**config.mk**
```make
export PLATFORM = sky130hd
export DESIGN_NAME = serial_subtractor
export DESIGN_NICKNAME = d
export VERILOG_FILES = /design/src/rtl/serial_subtractor.sv
export SDC_FILE = /design/constraint.sdc
export NUM_CORES = 1
export LEC_CHECK = 0
export BUFFER_PORTS_ARGS = -buffer_cell sky130_fd_sc_hd__clkbuf_2
export CAP_MARGIN = 20
export CORE_MARGIN = 2
export CORE_UTILIZATION = 40
export CTS_BUF_LIST = sky130_fd_sc_hd__clkbuf_2 sky130_fd_sc_hd__clkbuf_4 sky130_fd_sc_hd__clkbuf_8
export CTS_CLUSTER_SIZE = 16
export DETAILED_ROUTE_END_ITERATION = 6
export SLEW_MARGIN = 20
export SYNTH_ARGS = -nofsm -noshare
export SYNTH_HDL_FRONTEND = slang
export SYNTH_SLANG_ARGS = --single-unit
```
**constraint.sdc**
```tcl
create_clock -name clk -period 4.9 [get_ports clk]
set_clock_uncertainty 0.15 [all_clocks]
set_input_delay 0.98 -clock clk [delete_from_list [all_inputs] [get_ports clk]]
set_output_delay 0.98 -clock clk [all_outputs]
set_load 0.01 [all_outputs]
```
**src/rtl/serial_subtractor.sv**
```systemverilog
// Bit-serial WIDTH-bit subtractor (diff = a - b), one full-subtractor cell reused LSB first.
// Optional signed-overflow output enabled by defining SERIAL_SUB_OVF_EN.
module serial_subtractor #(
    parameter int unsigned WIDTH = 8
) (
    input  logic             clk,
    input  logic             rst_n,
    input  logic             start,
    input  logic [WIDTH-1:0] a,
    input  logic [WIDTH-1:0] b,
    output logic             busy,
    output logic             done,
    output logic [WIDTH-1:0] diff,
    output logic             borrow
`ifdef SERIAL_SUB_OVF_EN
    ,
    output logic             ovf
`endif
);

    localparam int unsigned CW = $clog2(WIDTH) + 1;

    typedef enum logic [1:0] {StIdle, StRun, StDone} state_e;

    state_e           state_q, state_d;
    logic [WIDTH-1:0] op_a_q, op_a_d;
    logic [WIDTH-1:0] op_b_q, op_b_d;
    logic [WIDTH-1:0] part_q, part_d;
    logic             bq_q, bq_d;
    logic [CW-1:0]    count_q, count_d;
    logic [WIDTH-1:0] diff_q, diff_d;
    logic             borrow_q, borrow_d;
`ifdef SERIAL_SUB_OVF_EN
    logic             a_msb_q, a_msb_d;
    logic             b_msb_q, b_msb_d;
    logic             ovf_q, ovf_d;
`endif

    // Full-subtractor cell built from two half-subtractor stages plus an OR.
    logic x, y, bin;
    logic hs1_d, hs1_b, hs2_b;
    logic bit_d, bit_bout;

    assign x        = op_a_q[0];
    assign y        = op_b_q[0];
    assign bin      = bq_q;
    assign hs1_d    = x ^ y;
    assign hs1_b    = ~x & y;
    assign bit_d    = hs1_d ^ bin;
    assign hs2_b    = ~hs1_d & bin;
    assign bit_bout = hs1_b | hs2_b;

    always_comb begin
        state_d  = state_q;
        op_a_d   = op_a_q;
        op_b_d   = op_b_q;
        part_d   = part_q;
        bq_d     = bq_q;
        count_d  = count_q;
        diff_d   = diff_q;
        borrow_d = borrow_q;
`ifdef SERIAL_SUB_OVF_EN
        a_msb_d  = a_msb_q;
        b_msb_d  = b_msb_q;
        ovf_d    = ovf_q;
`endif

        unique case (state_q)
            StIdle, StDone: begin
                if (start) begin
                    op_a_d  = a;
                    op_b_d  = b;
                    part_d  = '0;
                    bq_d    = 1'b0;
                    count_d = '0;
`ifdef SERIAL_SUB_OVF_EN
                    a_msb_d = a[WIDTH-1];
                    b_msb_d = b[WIDTH-1];
`endif
                    state_d = StRun;
                end else begin
                    state_d = StIdle;
                end
            end
            StRun: begin
                part_d  = {bit_d, part_q[WIDTH-1:1]};
                op_a_d  = {1'b0, op_a_q[WIDTH-1:1]};
                op_b_d  = {1'b0, op_b_q[WIDTH-1:1]};
                bq_d    = bit_bout;
                count_d = count_q + CW'(1);
                if (count_q == CW'(WIDTH - 1)) begin
                    diff_d   = {bit_d, part_q[WIDTH-1:1]};
                    borrow_d = bit_bout;
`ifdef SERIAL_SUB_OVF_EN
                    // bit_d is the result MSB on the final bit.
                    ovf_d    = (a_msb_q != b_msb_q) & (bit_d != a_msb_q);
`endif
                    state_d  = StDone;
                end
            end
            default: state_d = StIdle;
        endcase
    end

    always_ff @(posedge clk or negedge rst_n) begin
        if (!rst_n) begin
            state_q  <= StIdle;
            op_a_q   <= '0;
            op_b_q   <= '0;
            part_q   <= '0;
            bq_q     <= 1'b0;
            count_q  <= '0;
            diff_q   <= '0;
            borrow_q <= 1'b0;
`ifdef SERIAL_SUB_OVF_EN
            a_msb_q  <= 1'b0;
            b_msb_q  <= 1'b0;
            ovf_q    <= 1'b0;
`endif
        end else begin
            state_q  <= state_d;
            op_a_q   <= op_a_d;
            op_b_q   <= op_b_d;
            part_q   <= part_d;
            bq_q     <= bq_d;
            count_q  <= count_d;
            diff_q   <= diff_d;
            borrow_q <= borrow_d;
`ifdef SERIAL_SUB_OVF_EN
            a_msb_q  <= a_msb_d;
            b_msb_q  <= b_msb_d;
            ovf_q    <= ovf_d;
`endif
        end
    end

    assign busy   = (state_q == StRun);
    assign done   = (state_q == StDone);
    assign diff   = diff_q;
    assign borrow = borrow_q;
`ifdef SERIAL_SUB_OVF_EN
    assign ovf    = ovf_q;
`endif

endmodule

```
==> impl_results.md, run 1 <==
* Die Area at 4550 um2
* WL met2 at between 1000 and 1500 um
* Die Height at just under 70 um
* Hpwl dp at 2060 um
* Yosys reg bits at 39
* Sequential share of the synthesized area at 0.606
* Final core occ at 0.475
* Simple-Gate Fraction of Synth Area at 0.120
* Max-cap violation count at 0
* Worst path required time at around 3.8 ns
* TritonCTS buffer count at 5
* Critical Path Sink Type: output port
* Hold depth at 1
* Reg2Reg Depth at 4
* Post-Syn Area at between 1500 and 2000 um2
* DRC marker count from the first detailed-route iteration at 70
* Highest routed layer: met4
* Port bufs at 29
* Fmax achieved at 299 MHz
* Crit path kind: reg -> out
* Worst R2R Setup Slack at ~2.1 ns
* Final period utilization at 0.683
* First-pass GRT wire length at ~5200 um
* Crit path arrival time at around 2.2 ns
* Post-synthesis mux area share at 0.0746
* Per-cell routed wire length at between 10 and 15 um
* Initial antenna violation count at 0
* GRT Total Usage at 0.160
* CTS H-tree lvls at 2
* Filler cell count at 385
* CTS sink cnt at 39
* Syn Nets at about 150
* Final min period at around 3.3 ns
* Clk buf depth at 2
* Power Total at between 1 and 1.5 mW
* Wire length on met3 at 174 um
* DR DRC count at 0
* Post-Synth XOR/XNOR Area at 0.00544
* Internal Power at around 0.79 mW
* Post-CTS Setup Inserts at 0
* Status: completed
* Synth-to-Final Area Change at 16.4%
* Largest net degree at the start of global routing at 40
* Mean post-synth cell area at 12.2 um2
* Hold wc startpoint: bin
* Row count at 23
* Vias per cell at around 5.2
* Setup violators final at 0
* Syn. warnings at 0
* Detailed-route via count at 1096
* CTS root buf: clkbuf_8
* CP Launch Type: flip-flop
* Core ar. at slightly below 4000 um2
* Clock latency on the worst-skew pair at 0.28 ns
* Final wirelength at 3040 um
* Leakage at a little over 0.9 nW
* Post-CTS Resized at 0
* WHS Endpoint: bin
* FF-to-FF End: part_q[4]
* Diode count at 0
* Largest family of logic cells by synthesized area: compound AO/OA/AOI/OAI gates
* Clock power share at 0.192
* GRT Residual Overflow at 0
* Io pins at 30
* Multi-input gate area at 572 um2
* WL met1 at 1390 um
* Post-Synth Adder-Cell Area at 0.0202
* CP Max Fanout at 29
* GPL Wtd Cong at around 0.75
* Vias in the first global route at ~1200
* Register Area at 976 um2
* Setup TNS at 0 ns
* Psw at 0.425 mW
* Detailed-router iteration count before antenna repair at 4
* Max Slew Vio Count at 0
* Post-CTS Hold Buffers at 0
* Commonest non-fill, non-tap cells in the layout: 39 x dfrtp_1, 29 x clkbuf_2, 16 x nand2_1, 13 x a22oi_1, 13 x nand3_1
* Comb pwr share at 0.353
* Post-synthesis compound-gate area fraction at 0.135
* Post-route ant nets at 0
* Initial core utilization at 0.408
* PwrDens at 651 nW/um2
* Layout cells sized above 1 at 0.288
* Nets at 180
* Peak VDD IR at slightly above 0.3 mV
* Most common cell after layout, fill and taps aside: dfrtp_1
* Reg2Reg Launch Point: state_q[0]
* Synth cell types at 25
* RSZ-0062 raised after global routing: false
* Hold Path Class: reg -> reg
* Clk slew on worst S/H paths at 0.07 ns
* Slew headroom at 0.382
* Cells after Synth at between 100 and 150
* Worst-margin pin slew at between 0.9 and 1 ns
* Sw frac at 0.348
* Final hold violation count at 0
* CTS tree: built
* Die Width at slightly below 70 um
* Seq pwr share at 0.455
layer usage:
layer / track usage / vias up
li1: - / 523
met4: 0.0842 / 0
met2: 0.250 / 34
met1: 0.203 / 537
met5: 0 / -
met3: 0.0433 / 2
synth_stat cells:
| cell type | number | area (um2) |
|---|---|---|
| mux2_2 | 8 | 90.1 |
| a22oi_1 | 13 | 97.6 |
| dfrtp_1 | 39 | 976 |
| and2b_1 | 1 | 7.51 |
| a22o_1 | 11 | 96.3 |
| nor2_1 | 2 | 7.51 |
| ha_1 | 1 | 12.5 |
| buf_1 | 1 | 3.75 |
| clkbuf_1 | 2 | 7.51 |
| fa_1 | 1 | 20.0 |
| a221o_1 | 1 | 10.0 |
| o21ai_0 | 1 | 5.00 |
| nor3_1 | 1 | 5.00 |
| nand4_1 | 1 | 6.26 |
| nand3_1 | 13 | 65.1 |
| inv_1 | 4 | 15.0 |
| xnor2_1 | 1 | 8.76 |
| nand2_1 | 16 | 60.1 |
| nor3_4 | 1 | 16.3 |
| o2bb2ai_1 | 1 | 8.76 |
| mux2i_1 | 3 | 30.0 |
| nor2b_1 | 2 | 12.5 |
| nand2b_1 | 2 | 12.5 |
| buf_6 | 1 | 11.3 |
| buf_2 | 5 | 25.0 |
power groups by stage:
stage	registers [mW]	clock network, mW	logic, mW
floorplan	0.552	0	0.335
global placement	0.551	0	0.421
detailed placement	0.559	0	0.437
CTS	0.554	0.244	0.438
global route	0.571	0.265	0.490
finish	0.554	0.234	0.431
per-stage QoR:
step / setup WS [ns] / hold WS, ns / instance area [um2] / instances
2_1_floorplan: 2.71 / 0.306 / 1610 / 132
3_3_place_gp: 1.90 / 0.325 / 1770 / 202
3_5_place_dp: 1.88 / 0.334 / 1770 / 202
4_1_cts: 1.54 / 0.354 / 1870 / 210
5_1_grt: 1.38 / 0.375 / 1870 / 210
6_report: 1.55 / 0.345 / 1870 / 210
final cells by class:
type	instances	share of cell area
Clock buffer	8	0.0554
Inverter	4	0.00801
Multi-Input combinational cell	80	0.305
Sequential cell	39	0.521
Tap cell	50	0.0334
Timing Repair Buffer	29	0.0774
worst max-delay path, stage by stage, from the launching register on:
cell      delay (ns)
dfrtp_1         0.37
nand2b_1        0.47
inv_1           0.82
clkbuf_2        0.27
how the worst max path moves through the flow:
stage | start | endpoint | slack (ns) | cells after the start
floorplan | state_q[1] | busy | 2.71 | 5
global placement | state_q[1] | busy | 1.90 | 3
detailed placement | state_q[1] | busy | 1.88 | 3
CTS | state_q[1] | busy | 1.54 | 3
global route | state_q[1] | busy | 1.38 | 3
finish | state_q[1] | busy | 1.55 | 3
cell families (layout without fill, tap and decap cells):
logic type,Yosys count,after routing
xor+xnor,1,1
fa+ha+maj,2,2
buf+inv,13,41
simple gates,39,39
flops,39,39
mux,11,11
compound gates,27,27
state kept, by name (all words and copies together), names as in the netlist:
register / flops
state_q: 2
op_b_q: 8
borrow: 1
part_q: 7
op_a_q: 8
bin: 1
count_q: 4
diff: 8
Note: power is estimated with default switching activity, not from simulation.
==> run 2: changes to the inputs <==
==> constraint.sdc (replaced) <==
create_clock -name clk -period 2.7 [get_ports clk]
set_clock_uncertainty 0.15 [all_clocks]
set_input_delay 0.54 -clock clk [delete_from_list [all_inputs] [get_ports clk]]
set_output_delay 0.54 -clock clk [all_outputs]
set_load 0.01 [all_outputs]
==> impl_results.md, run 2 (synthesis gave the netlist of run 1 again) <==
* CTS root buf: clkbuf_8
* Slew headroom at 0.627 (+0.245)
* Initial antenna violation count at 0 (unchanged)
* Diode count at 0 (unchanged)
* Setup violators final at 0 (unchanged)
* Detailed-router iteration count before antenna repair at 4 (unchanged)
* Post-CTS Resized at 0 (unchanged)
* Internal Power at 1.42 mW (+78%)
* Core ar. at 3940 um2 (unchanged)
* First-pass GRT wire length at 5210 um (+0.13%)
* Clk buf depth at 2 (unchanged)
* Row count at 23 (unchanged)
* Port bufs at 29 (unchanged)
* Peak VDD IR at 0.400 mV (+30%)
* Seq pwr share at 0.461 (+0.006)
* DRC marker count from the first detailed-route iteration at 65 (-7.1%)
* Power Total at 2.18 mW (+79%)
* Initial core utilization at 0.408 (unchanged)
* Detailed-route via count at 1116 (+1.8%)
* Leakage at 0.945 nW (+1.1%)
* Critical Path Sink Type: output port
* Clk slew on worst S/H paths at 0.07 ns (about the same)
* Psw at 0.768 mW (+81%)
* CP Max Fanout at 13 (-55%)
* CTS tree: built
* Most common cell after layout, fill and taps aside: dfrtp_1
* Worst-margin pin slew at 0.560 ns (-0.367 ns)
* Vias in the first global route at 1089 (-6.4%)
* Design area at 1880 um2 (+0.53%)
* Status: completed
* Die Height at 67.5 um (unchanged)
* Sw frac at 0.352 (+0.00331)
* Synth-to-Final Area Change at 17.0%
* Max-cap violation count at 0 (unchanged)
* Post-CTS Setup Inserts at 0 (unchanged)
* PwrDens at 1160 nW/um2 (+78%)
* Clock latency on the worst-skew pair at 0.28 ns (about the same)
* Post-CTS Hold Buffers at 0 (unchanged)
* Commonest non-fill, non-tap cells in the layout: 39 x dfrtp_1, 29 x clkbuf_2, 16 x nand2_1, 13 x a22oi_1, 13 x nand3_1
* Setup TNS at 0 ns (unchanged)
* Final min period at about 2.1 ns
* Crit path kind: reg -> out
* Per-cell routed wire length at 14.5 um (+0.12%)
* Worst path required time at 2.01 ns (-1.76 ns)
* Hold_ws at 0.151 ns (-0.194 ns)
* Final core occ at 0.478 (+0.00254)
* TritonCTS buffer count at 5 (unchanged)
* CTS sink cnt at 39 (unchanged)
* Layout cells sized above 1 at 0.301 (+0.0131)
* GPL Wtd Cong at 0.763 (+2.0%)
* Hold Path Class: in -> async
* Die Width at 67.5 um (unchanged)
* Post-route ant nets at 0 (unchanged)
* Fmax achieved at approximately 470 MHz
* Largest net degree at the start of global routing at 40 (unchanged)
* Clock power share at 0.163 (-0.029)
* GRT Residual Overflow at 0 (unchanged)
* Hpwl dp at 2180 um (+5.8%)
* Max Slew Vio Count at 0 (unchanged)
* Vias per cell at 5.24 (+0.39%)
* DR DRC count at 0 (unchanged)
* Nets at 185 (+2.8%)
* GRT Total Usage at 0.158 (-0.00231)
* RSZ-0062 raised after global routing: false
* Crit path arrival time at 1.45 ns (-0.77 ns)
* Comb pwr share at 0.376 (+0.023)
* Io pins at 30 (unchanged)
* Final period utilization at 0.794
* CTS H-tree lvls at 2 (unchanged)
* DP Area at 1810 um2 (+2.1%)
* Final hold violation count at 0 (unchanged)
* Die Area at 4550 um2 (unchanged)
* Final wirelength at 3090 um (+1.5%)
* CP Launch Type: flip-flop
[run 2: cell type report]
type | instances | area, um2
clock buffers | 6 | 76.3
well taps | 50 | 62.6
flip-flops and latches | 39 | 976
inverters | 4 | 15.0
fillers | 362 | 2060
multi-input cells | 80 | 572
repair buffers | 34 | 183
[run 2: critical path: stages (launching register included)]
cell and delay [ns]:
dfrtp_1 0.37, nand2b_1 0.25, inv_1 0.35, clkbuf_2 0.21
[run 2: stage by stage]
stage | setup WS (ns) | cells
floorplan | 0.950 | 132
global placement | 0.884 | 207
detailed placement | 0.847 | 207
CTS | 0.544 | 213
global route | 0.468 | 213
finish | 0.557 | 213
[run 2: power groups by stage]
stage | sequential, mW | combinational [mW] | clock (mW)
5_1_grt | 1.04 | 0.935 | 0.399
3_5_place_dp | 1.02 | 0.836 | 0
3_3_place_gp | 1.00 | 0.810 | 0
6_report | 1.01 | 0.821 | 0.357
2_1_floorplan | 1.00 | 0.607 | 0
4_1_cts | 1.01 | 0.836 | 0.372
[run 2: worst paths after layout]
kind | start | to | slack, ns | cells past startpoint
max | state_q[1] | busy | 0.56 | 3
min in group clk | b[6] | op_b_q[6] | 0.33 | 3
max reg2reg | state_q[1] | op_b_q[0] | 0.83 | 5
max in group asynchronous | rst_n | op_a_q[6] | 1.90 | 2
min | rst_n | diff[0] | 0.15 | 2
min reg2reg | bin | bin | 0.34 | 1
[run 2: layer usage]
layer  global-route usage  up-vias  routed length [um]
li1                     -      536                   -
met1                0.219      550                1440
met2                0.241       27                1470
met3               0.0450        3                 159
met4               0.0459        0                  14
met5                    0        -                   0
==> run 3: changes to the inputs <==
==> constraint.sdc (replaced) <==
create_clock -name clk -period 2.1 [get_ports clk]
set_clock_uncertainty 0.15 [all_clocks]
set_input_delay 0.42 -clock clk [delete_from_list [all_inputs] [get_ports clk]]
set_output_delay 0.42 -clock clk [all_outputs]
set_load 0.01 [all_outputs]
==> impl_results.md, run 3 (synthesis gave the netlist of run 1 again) <==
* Clk slew on worst S/H paths at 0.09 ns (+0.02 ns)
* Multi-input gate area at 572 um2 (unchanged)
* Hold Path Class: in -> async
* Core ar. at 3940 um2 (unchanged)
* DP Area at 1820 um2 (+0.42%)
* CTS H-tree lvls at 2 (unchanged)
* Largest net degree at the start of global routing at 40 (unchanged)
* Peak VDD IR at 0.678 mV (+69%)
* Leakage at 0.967 nW (+2.3%)
* GPL Wtd Cong at 0.756 (-0.94%)
* DR DRC count at 0 (unchanged)
* Worst-margin pin slew at 0.568 ns (+0.00811 ns)
* Layout cells sized above 1 at 0.319 (+0.0187)
* Final wirelength at 3040 um (-1.4%)
* Most common cell after layout, fill and taps aside: dfrtp_1
* TritonCTS buffer count at 5 (unchanged)
* Initial core utilization at 0.408 (unchanged)
* Post-route ant nets at 0 (unchanged)
* Die Width at 67.5 um (unchanged)
* Status: completed
* Synth-to-Final Area Change at 19.7%
* Power Total at 2.99 mW (+37%)
* Port bufs at 29 (unchanged)
* PwrDens at 1550 nW/um2 (+34%)
* GRT Residual Overflow at 0 (unchanged)
* Filler cell count at 374 (+3.3%)
* Per-cell routed wire length at 14.1 um (-2.8%)
* Row count at 23 (unchanged)
* Vias in the first global route at 1203 (+10%)
* Io pins at 30 (unchanged)
* Crit path arrival time at 1.36 ns (-0.09 ns)
* Detailed-router iteration count before antenna repair at 4 (unchanged)
* Setup violators final at 0 (unchanged)
* Vias per cell at 5.22 (-0.42%)
* Max Slew Vio Count at 0 (unchanged)
* Die Height at 67.5 um (unchanged)
* Register Area at 976 um2 (unchanged)
* RSZ-0062 raised after global routing: false
* Crit path kind: reg -> out
* CTS sink cnt at 39 (unchanged)
* Max-cap violation count at 0 (unchanged)
* Design area at 1930 um2 (+2.3%)
* Fin cells at 216 (+1.4%)
* Final core occ at 0.489 (+0.0111)
* Inst Count DP at 208 (+0.48%)
* Critical Path Sink Type: output port
* Clock latency on the worst-skew pair at 0.30 ns (+0.02 ns)
* Final min period at about 1.9 ns
* CTS root buf: clkbuf_8
* Detailed-route via count at 1127 (+0.99%)
* Final hold violation count at 0 (unchanged)
* Slew headroom at 0.621 (-0.00541)
* Setup TNS at 0 ns (unchanged)
* First-pass GRT wire length at 5370 um (+3.1%)
* Clk buf depth at 2 (unchanged)
* Post-CTS Setup Inserts at 0 (unchanged)
* Hpwl dp at 2110 um (-3.1%)
* Initial antenna violation count at 0 (unchanged)
* Commonest non-fill, non-tap cells in the layout: 39 x dfrtp_1, 29 x clkbuf_2, 16 x nand2_1, 13 x a22oi_1, 13 x nand3_1
* Die Area at 4550 um2 (unchanged)
* Nets at 186 (+0.54%)
* CP Max Fanout at 9 (-4)
* GRT Total Usage at 0.163 (+0.00523)
* Worst path required time at 1.53 ns (-0.48 ns)
* CP Launch Type: flip-flop
* Diode count at 0 (unchanged)
* CTS tree: built
* Final period utilization at 0.918
* DRC marker count from the first detailed-route iteration at 54 (-17%)
* Fmax achieved at 519 MHz
-- run 3: what timing repair did --
item                                    CTS  global route
hold buffers                              0             0
endpoints found under the hold margin     0             0
endpoints found under the setup margin    0             1
resized for setup                         0             1
-- run 3: critical path, stage by stage (launching register included) --
cell      delay [ns]
dfrtp_1         0.38
nand2b_1        0.30
inv_2           0.23
clkbuf_2        0.16
-- run 3: final timing paths --
| check | cells after the start | from | endpoint | slack, ns |
|---|---|---|---|---|
| worst max-delay path | 3 | state_q[1] | busy | 0.17 |
| worst min-delay path | 2 | rst_n | op_b_q[1] | 0.02 |
| worst max register to register | 3 | state_q[1] | diff[2] | 0.26 |
| worst min register to register | 1 | bin | bin | 0.35 |
| max in group asynchronous | 2 | rst_n | op_a_q[4] | 1.44 |
| min in group clk | 3 | b[5] | op_b_q[5] | 0.18 |
-- run 3: routing by layer --
| metal | wire [um] | vias up | GRT usage |
|---|---|---|---|
| li1 | - | 537 | - |
| met1 | 1450 | 556 | 0.202 |
| met2 | 1390 | 27 | 0.265 |
| met3 | 141 | 7 | 0.0433 |
| met4 | 64 | 0 | 0.0765 |
| met5 | 0 | - | 0 |
-- run 3: metrics by stage --
| step | worst slack, ns | hold slack (ns) |
|---|---|---|
| after global routing | 0.0908 | 0.0615 |
| after floorplan | 0.470 | -0.0256 |
| after global placement | 0.300 | 0.323 |
| after CTS | 0.0614 | 0.0320 |
| final | 0.173 | 0.0204 |
| after detailed placement | 0.271 | 0.332 |
-- run 3: power by group --
group	total, mW	leakage (nW)	switching, mW	internal (mW)
combinational	1.08	0.412	0.567	0.514
clock	0.625	0.0581	0.271	0.354
sequential	1.28	0.496	0.200	1.08
total	2.99	0.967	1.04	1.95
-- run 3: layout make-up --
| class | count | share of cell area |
|---|---|---|
| clock buffer | 5 | 0.0357 |
| clock inverter | 3 | 0.0227 |
| inverter | 4 | 0.00779 |
| multi-input combinational | 80 | 0.297 |
| sequential | 39 | 0.506 |
| tap | 50 | 0.0324 |
| timing repair buffer | 35 | 0.0986 |
